File: src/rtl/c432_query_ctrl_if.sv
// Query/core/result bundle between the SAT-attack harness and c432_query_ctrl.
// The slave modport is the controller's side; the master modport is the harness side.
interface c432_query_ctrl_if #(
   parameter int PI_W  = 36,
   parameter int KEY_W = 6,
   parameter int PO_W  = 7
);
   logic             q_valid;
   logic             q_ready;
   logic [PI_W-1:0]  q_pi;
   logic [KEY_W-1:0] q_key;

   logic [PI_W-1:0]  core_pi;
   logic [KEY_W-1:0] core_key;
   logic [PO_W-1:0]  core_po;
   logic [PO_W-1:0]  orc_po;

   logic             r_valid;
   logic             r_ready;
   logic [PO_W-1:0]  r_po;
   logic [PO_W-1:0]  r_orc;
   logic             r_mismatch;

   modport slave (
      input  q_valid, q_pi, q_key, core_po, orc_po, r_ready,
      output q_ready, core_pi, core_key, r_valid, r_po, r_orc, r_mismatch
   );

   modport master (
      output q_valid, q_pi, q_key, core_po, orc_po, r_ready,
      input  q_ready, core_pi, core_key, r_valid, r_po, r_orc, r_mismatch
   );
endinterface

File: src/rtl/c432_query_ctrl.sv
// Sequences one query at a time through the locked and oracle c432 cores:
// register inputs, wait a fixed settle time, capture both outputs, hand back.
module c432_query_ctrl #(
   parameter int PI_W   = 36,
   parameter int KEY_W  = 6,
   parameter int PO_W   = 7,
   parameter int SETTLE = 2,
   parameter int CNT_W  = 16
) (
   input  logic                 clk,
   input  logic                 rst,
   input  logic                 cnt_clr,
   c432_query_ctrl_if.slave     bus,
   output logic                 busy,
   output logic [CNT_W-1:0]     q_count,
   output logic [CNT_W-1:0]     mm_count
);

   typedef enum logic [1:0] {
      ST_IDLE,
      ST_SETTLE,
      ST_RESP
   } state_t;

   localparam logic [7:0] SETTLE_INIT = 8'(SETTLE - 1);

   state_t            r_state;
   state_t            w_next_state;
   logic              w_accept;
   logic              w_capture;
   logic              w_handshake;

   logic [7:0]        r_settle_cnt;
   logic [PI_W-1:0]   r_core_pi;
   logic [KEY_W-1:0]  r_core_key;
   logic [PO_W-1:0]   r_cap_po;
   logic [PO_W-1:0]   r_cap_orc;
   logic              r_cap_mm;
   logic [CNT_W-1:0]  r_q_count;
   logic [CNT_W-1:0]  r_mm_count;

   // NOTE: sequential state uses non-blocking assignments so every flop samples pre-edge values.
   always_ff @(posedge clk) begin
      if (rst) r_state <= ST_IDLE;
      else     r_state <= w_next_state;
   end

   // NOTE: every always_comb output gets a default first, so no path can infer a latch.
   always_comb begin
      w_next_state = r_state;
      w_accept     = 1'b0;
      w_capture    = 1'b0;
      w_handshake  = 1'b0;
      case (r_state)
         ST_IDLE: begin
            if (bus.q_valid) begin
               w_accept     = 1'b1;
               w_next_state = ST_SETTLE;
            end
         end
         ST_SETTLE: begin
            if (r_settle_cnt == 8'd0) begin
               w_capture    = 1'b1;
               w_next_state = ST_RESP;
            end
         end
         ST_RESP: begin
            if (bus.r_ready) begin
               w_handshake  = 1'b1;
               w_next_state = ST_IDLE;
            end
         end
         default: w_next_state = ST_IDLE;
      endcase
   end

   // Core inputs change only on acceptance, so the cores stay quiescent between queries.
   always_ff @(posedge clk) begin
      if (rst) begin
         r_settle_cnt <= 8'd0;
         r_core_pi    <= '0;
         r_core_key   <= '0;
         r_cap_po     <= '0;
         r_cap_orc    <= '0;
         r_cap_mm     <= 1'b0;
      end else begin
         if (w_accept) begin
            r_core_pi    <= bus.q_pi;
            r_core_key   <= bus.q_key;
            r_settle_cnt <= SETTLE_INIT;
         end else if (r_state == ST_SETTLE && r_settle_cnt != 8'd0) begin
            r_settle_cnt <= r_settle_cnt - 8'd1;
         end
         if (w_capture) begin
            r_cap_po  <= bus.core_po;
            r_cap_orc <= bus.orc_po;
            r_cap_mm  <= (bus.core_po != bus.orc_po);
         end
      end
   end

   // Saturating statistics; clear takes priority over a coincident increment.
   always_ff @(posedge clk) begin
      if (rst || cnt_clr) begin
         r_q_count  <= '0;
         r_mm_count <= '0;
      end else if (w_handshake) begin
         if (r_q_count != '1)
            r_q_count <= r_q_count + CNT_W'(1);
         if (r_cap_mm && r_mm_count != '1)
            r_mm_count <= r_mm_count + CNT_W'(1);
      end
   end

   assign bus.q_ready    = (r_state == ST_IDLE);
   assign bus.r_valid    = (r_state == ST_RESP);
   assign bus.core_pi    = r_core_pi;
   assign bus.core_key   = r_core_key;
   assign bus.r_po       = r_cap_po;
   assign bus.r_orc      = r_cap_orc;
   assign bus.r_mismatch = r_cap_mm;
   assign busy           = (r_state != ST_IDLE);
   assign q_count        = r_q_count;
   assign mm_count       = r_mm_count;

endmodule

File: src/flat_wrapper.sv
// flat-port wrapper written by rule: the top's interface ports become plain ports
module c432_query_ctrl_flat 
#(
   parameter int PI_W   = 36,
   parameter int KEY_W  = 6,
   parameter int PO_W   = 7,
   parameter int SETTLE = 2,
   parameter int CNT_W  = 16
)
  (clk, rst, cnt_clr, busy, q_count, mm_count, bus_q_valid, bus_q_pi, bus_q_key, bus_core_po, bus_orc_po, bus_r_ready, bus_q_ready, bus_core_pi, bus_core_key, bus_r_valid, bus_r_po, bus_r_orc, bus_r_mismatch);
  c432_query_ctrl_if #(.PI_W(PI_W), .KEY_W(KEY_W), .PO_W(PO_W)) bus_i ();
  input  logic clk;
  input  logic rst;
  input  logic cnt_clr;
  output logic busy;
  output logic [CNT_W-1:0] q_count;
  output logic [CNT_W-1:0] mm_count;
  input wire logic [$bits(bus_i.q_valid)-1:0] bus_q_valid;
  input wire logic [$bits(bus_i.q_pi)-1:0] bus_q_pi;
  input wire logic [$bits(bus_i.q_key)-1:0] bus_q_key;
  input wire logic [$bits(bus_i.core_po)-1:0] bus_core_po;
  input wire logic [$bits(bus_i.orc_po)-1:0] bus_orc_po;
  input wire logic [$bits(bus_i.r_ready)-1:0] bus_r_ready;
  output wire logic [$bits(bus_i.q_ready)-1:0] bus_q_ready;
  output wire logic [$bits(bus_i.core_pi)-1:0] bus_core_pi;
  output wire logic [$bits(bus_i.core_key)-1:0] bus_core_key;
  output wire logic [$bits(bus_i.r_valid)-1:0] bus_r_valid;
  output wire logic [$bits(bus_i.r_po)-1:0] bus_r_po;
  output wire logic [$bits(bus_i.r_orc)-1:0] bus_r_orc;
  output wire logic [$bits(bus_i.r_mismatch)-1:0] bus_r_mismatch;
  assign bus_i.q_valid = bus_q_valid;
  assign bus_i.q_pi = bus_q_pi;
  assign bus_i.q_key = bus_q_key;
  assign bus_i.core_po = bus_core_po;
  assign bus_i.orc_po = bus_orc_po;
  assign bus_i.r_ready = bus_r_ready;
  assign bus_q_ready = bus_i.q_ready;
  assign bus_core_pi = bus_i.core_pi;
  assign bus_core_key = bus_i.core_key;
  assign bus_r_valid = bus_i.r_valid;
  assign bus_r_po = bus_i.r_po;
  assign bus_r_orc = bus_i.r_orc;
  assign bus_r_mismatch = bus_i.r_mismatch;
  c432_query_ctrl #(.PI_W(PI_W), .KEY_W(KEY_W), .PO_W(PO_W), .SETTLE(SETTLE), .CNT_W(CNT_W)) u_core (.clk(clk), .rst(rst), .cnt_clr(cnt_clr), .bus(bus_i), .busy(busy), .q_count(q_count), .mm_count(mm_count));
endmodule
File: config.mk
export PLATFORM = sky130hd
export DESIGN_NAME = c432_query_ctrl_flat
export DESIGN_NICKNAME = d
export VERILOG_FILES = /design/src/rtl/c432_query_ctrl_if.sv /design/src/rtl/c432_query_ctrl.sv /design/src/flat_wrapper.sv
export SDC_FILE = /design/constraint.sdc
export NUM_CORES = 1
export LEC_CHECK = 0
export BUFFER_PORTS_ARGS = -buffer_cell sky130_fd_sc_hd__buf_2
export CAP_MARGIN = 20
export CORE_AREA = 2 2 92 112
export CTS_CLUSTER_SIZE = 28
export DETAILED_ROUTE_END_ITERATION = 6
export DIE_AREA = 0 0 94 114
export PLACE_DENSITY = 0.75
export SETUP_SLACK_MARGIN = 0.2
export SLEW_MARGIN = 20
export SYNTH_ARGS = -nofsm -noshare
export SYNTH_HDL_FRONTEND = slang
export SYNTH_SLANG_ARGS = --single-unit
File: constraint.sdc
create_clock -name clk -period 1.7 [get_ports clk]
set_input_delay 0.34 -clock clk [delete_from_list [all_inputs] [get_ports clk]]
set_output_delay 0.34 -clock clk [all_outputs]
set_load 0.02 [all_outputs]
==> results.py <==
metrics = {
    "routing": {
        "wire_per_inst_um": 15.56,
        "dr.pass1.iters": 4,
        "ant_nets": 0,
        "routed_wl_mm": 13.57,
        "drc": 0,
        "drt_iter0_drc": 190,
        "via_per_inst": 5.401,
        "num_vias": 4710,
    },
    "clock_network": {
        "tritoncts": "built",
        "clockRootBuffer": "clkbuf_16",
        "cts_buffers": 9,
        "clockBufferDepth": 2,
        "cts_hold_buffers": 0,
        "htreeDepth": 3,
        "clk_pin_slew_ps": 70,
        "worstSkewPairLatency_ps": 350,
        "clock_sinks": 99,
    },
    "floorplan": {
        "die_y_um": 114,
        "die_w_um": 94,
        "core_area_mm2": 0.009759,
        "initial_core_util_pct": 43.40,
        "io_pins": 153,
        "dieArea_mm2": 0.01072,
        "rows": 40,
    },
    "timing": {
        "fin_skew_ps": 5.194,
        "finalWorstPathRequiredPeriod_ps": 1687,
        "rsz0062_at_grt": "true",
        "fin_crit_sh_pct": 99.22,
        "tightest_slew_ps": 413.8,
        "hold_viol": 0,
        "finalMaxSlewViolations": 0,
        "finalSetupViolCount": 0,
        "max_slew_margin_pct": 72.41,
        "fmax_mhz": 592.9,
    },
    "run": {
        "drv_cap": 0,
    },
    "final_layout": {
        "fin_util_pct": 66.94,
        "n_fill_cell": 758,
        "multi_input_area_mm2": 0.002451,
        "register_area_mm2": 0.002048,
        "fin_area_mm2": 0.006533,
        "diodes": 0,
        "syn2layout_area_growth_pct": 54.24,
        "drive_above_1_share_pct": 44.77,
        "final_nets": 806,
    },
    "power_and_ir_drop": {
        "power_density_mw_per_mm2": 909.4,
        "clockPowerShare_pct": 36.6,
        "p_seq_share_pct": 42.6,
        "p_sw_share_pct": 29.79,
        "ir_drop_v": 0.0006971,
        "switchingPower_w": 0.001770,
        "p_int_w": 0.004171,
        "power.leakage_nw": 2.943,
        "combPwrFrac_pct": 20.9,
    },
    "worst_setup_path": {
        "r2r_slack_ps": 10,
        "crit_chain": "ha_4, nand4_1, or3_4, or4_1, a21oi_1",
        "critPathCaptureType": "register",
        "crit_fanout": 4,
        "cp.arrival_ps": 1970,
        "worstSetupPathType": "register to register",
        "cpPeakStageDelay_ps": 440,
        "rr_startpoint": "u_core.mm_count[0]",
        "crit_slowest_cell": "or4_1",
        "reg2reg_to": "u_core.mm_count[12]",
        "critPathLaunch": "u_core.mm_count[0]",
        "startpoint_type": "register",
        "crit_required_ps": 1980,
        "reg2reg_depth": 5,
    },
    "global_route": {
        "grt_max_degree": 43,
        "track_usage_pct": 22.77,
        "grt-ovfl-total": 0,
        "antenna_found_initial": 0,
        "grt_first_pass_wirelength_mm": 19.75,
        "grt_pass1_vias": 4413,
    },
    "placement": {
        "gp_congestion": 0.8384,
        "io_buffers": 152,
        "dp.final_hpwl_mm": 8.580,
        "place_area_mm2": 0.005470,
    },
    "yosys": {
        "synthArstFlopShare_pct": 0,
        "avgSynthCellArea_um2": 8.161,
        "synth_fp_nets": 584,
        "synth_seq_area_share_pct": 46.79,
        "netlist.area_leader.share_pct": 46.79,
        "synth_area_mm2": 0.004235,
        "synth_cell_types": 51,
        "ys_ff_latch": 99,
        "synthCells": 519,
        "synthTopCellsByArea": "dfxtp_1 (47%), nand2_1 (12%), a21oi_1 (8.9%), clkbuf_1 (2.1%), nand4_1 (2.1%)",
        "ys.flop_type": "dfxtp_1",
        "synth_top_cell_by_area": "dfxtp_1",
        "ys_warn_count": 0,
        "synth_edf_count": 0,
    },
    "outcome": {
        "status": "complete, no violations",
    },
    "hold_path": {
        "holdPathEnd": "u_core.bus.core_pi[6]",
        "hp-start": "bus_q_pi[6]",
        "hold_class": "input port to register",
        "whs_path_depth": 3,
    },
}
[final cells by class]
type,count,share of cell area [%]
clock buffers,9,3.448
clock inverters,7,1.379
inverters,9,0.5171
multi-input cells,385,37.52
flip-flops and latches,99,31.35
well taps,126,2.413
repair buffers,237,23.37
[cells in the final DEF, fill, tap and decap left out, types with 3 or more instances in the layout]
master and instances:
nor3_1 7, nor4_4 5, a21oi_1 71, a211oi_1 3, buf_2 150, ha_4 3
o311ai_1 3, nand3_2 4, buf_4 71, nor2b_1 3, dfxtp_4 13, o211ai_1 5
or3_4 3, nand2_1 131, nand3_1 8, a21oi_2 4, nand4_1 14, xnor2_1 5
nor4_2 3, xor2_1 8, o21ai_0 7, buf_6 10, or4_1 5, clkbuf_16 12
and3_1 4, and2_1 3, or4_4 3, o41ai_1 4, dfxtp_2 14, o31ai_1 8
nor2_1 21, or3_1 5, dfxtp_1 72, inv_1 7, inv_8 3
[power by group through the flow]
stage               Sequential (W)  Combinational (W)  Clock [W]
floorplan                  0.00272           0.000474          0
global placement           0.00258           0.000976          0
detailed placement         0.00259            0.00100          0
CTS                        0.00253            0.00105    0.00221
global route               0.00255            0.00134    0.00232
finish                     0.00253            0.00124    0.00217
[kinds of logic (layout without fill, tap and decap cells)]
logic type / count (synthesis) / in the layout / share of synthesized area, %
AOI/OAI and AO/OA: 122 / 122 / 17.25
xor gates and xnor gates: 13 / 13 / 2.688
adders and majority gates: 4 / 4 / 1.182
buffers and inverters: 36 / 262 / 3.279
and+or+nand+nor: 243 / 244 / 28.33
DFF: 99 / 99 / 46.79
muxes: 2 / 2 / 0.4727
[registers in the layout, summed over array words and instances, names as in the netlist]
name	count
u_core.bus.r_mismatch	1
u_core.q_count	16
u_core.r_state	2
u_core.bus.core_key	6
u_core.mm_count	16
u_core.bus.r_orc	7
u_core.bus.core_pi	36
u_core.r_settle_cnt	8
u_core.bus.r_po	7
[worst max-delay path by stage]
stage                             end  slack [ps]  depth (start not counted)
2_1_floorplan     u_core.mm_count[12]          20                          5
3_3_place_gp      u_core.mm_count[12]          30                          5
3_5_place_dp      u_core.mm_count[12]           5                          5
4_1_cts        u_core.r_settle_cnt[3]          90                          6
5_1_grt           u_core.mm_count[12]        -120                          5
6_report          u_core.mm_count[12]          10                          5
[critical path: cells and delay by family, from the launching register on]
family | cells | cell delay [ps]
and+or+nand+nor | 3 | 950
DFF | 1 | 370
AOI/OAI and AO/OA | 1 | 160
adders and majority gates | 1 | 140
[per-stage QoR]
step | hold WS (ps) | TNS [ps] | total power, W | worst slack [ps] | instances
finish | 221.2 | 0 | 0.005941 | 13.27 | 872
global placement | 439.5 | 0 | 0.003554 | 25.92 | 805
floorplan | 441.6 | 0 | 0.003194 | 16.78 | 519
detailed placement | 446.1 | 0 | 0.003587 | 4.761 | 805
CTS | 211.8 | 0 | 0.005794 | 87.14 | 843
global route | 216.3 | -162.1 | 0.006202 | -120.9 | 872
[repair_timing]
action                     4_1_cts  5_1_grt
resized for setup               24       51
setup endpoints to repair       53       95
cloned                           1        7
setup buffers                   21       22
pin swaps                       25       22
[metal layers]
metal | track usage (%) | routed length (µm) | part of all wire, %
met1 | 26.07 | 5239 | 39
met2 | 40.38 | 7055 | 52
met3 | 6.605 | 1069 | 7.9
met4 | 7.536 | 204 | 1.5
met5 | 0 | 0 | 0
[cells in the mapped netlist, types with 8 or more instances]
| master | instances |
|---|---|
| a21oi_1 | 75 |
| clkbuf_1 | 24 |
| dfxtp_1 | 99 |
| inv_1 | 9 |
| nand2_1 | 132 |
| nand3_1 | 14 |
| nand4_1 | 14 |
| nor2_1 | 22 |
| o31ai_1 | 9 |
| or4_1 | 8 |
| xor2_1 | 8 |
Note: power is estimated with default switching activity, not from simulation.
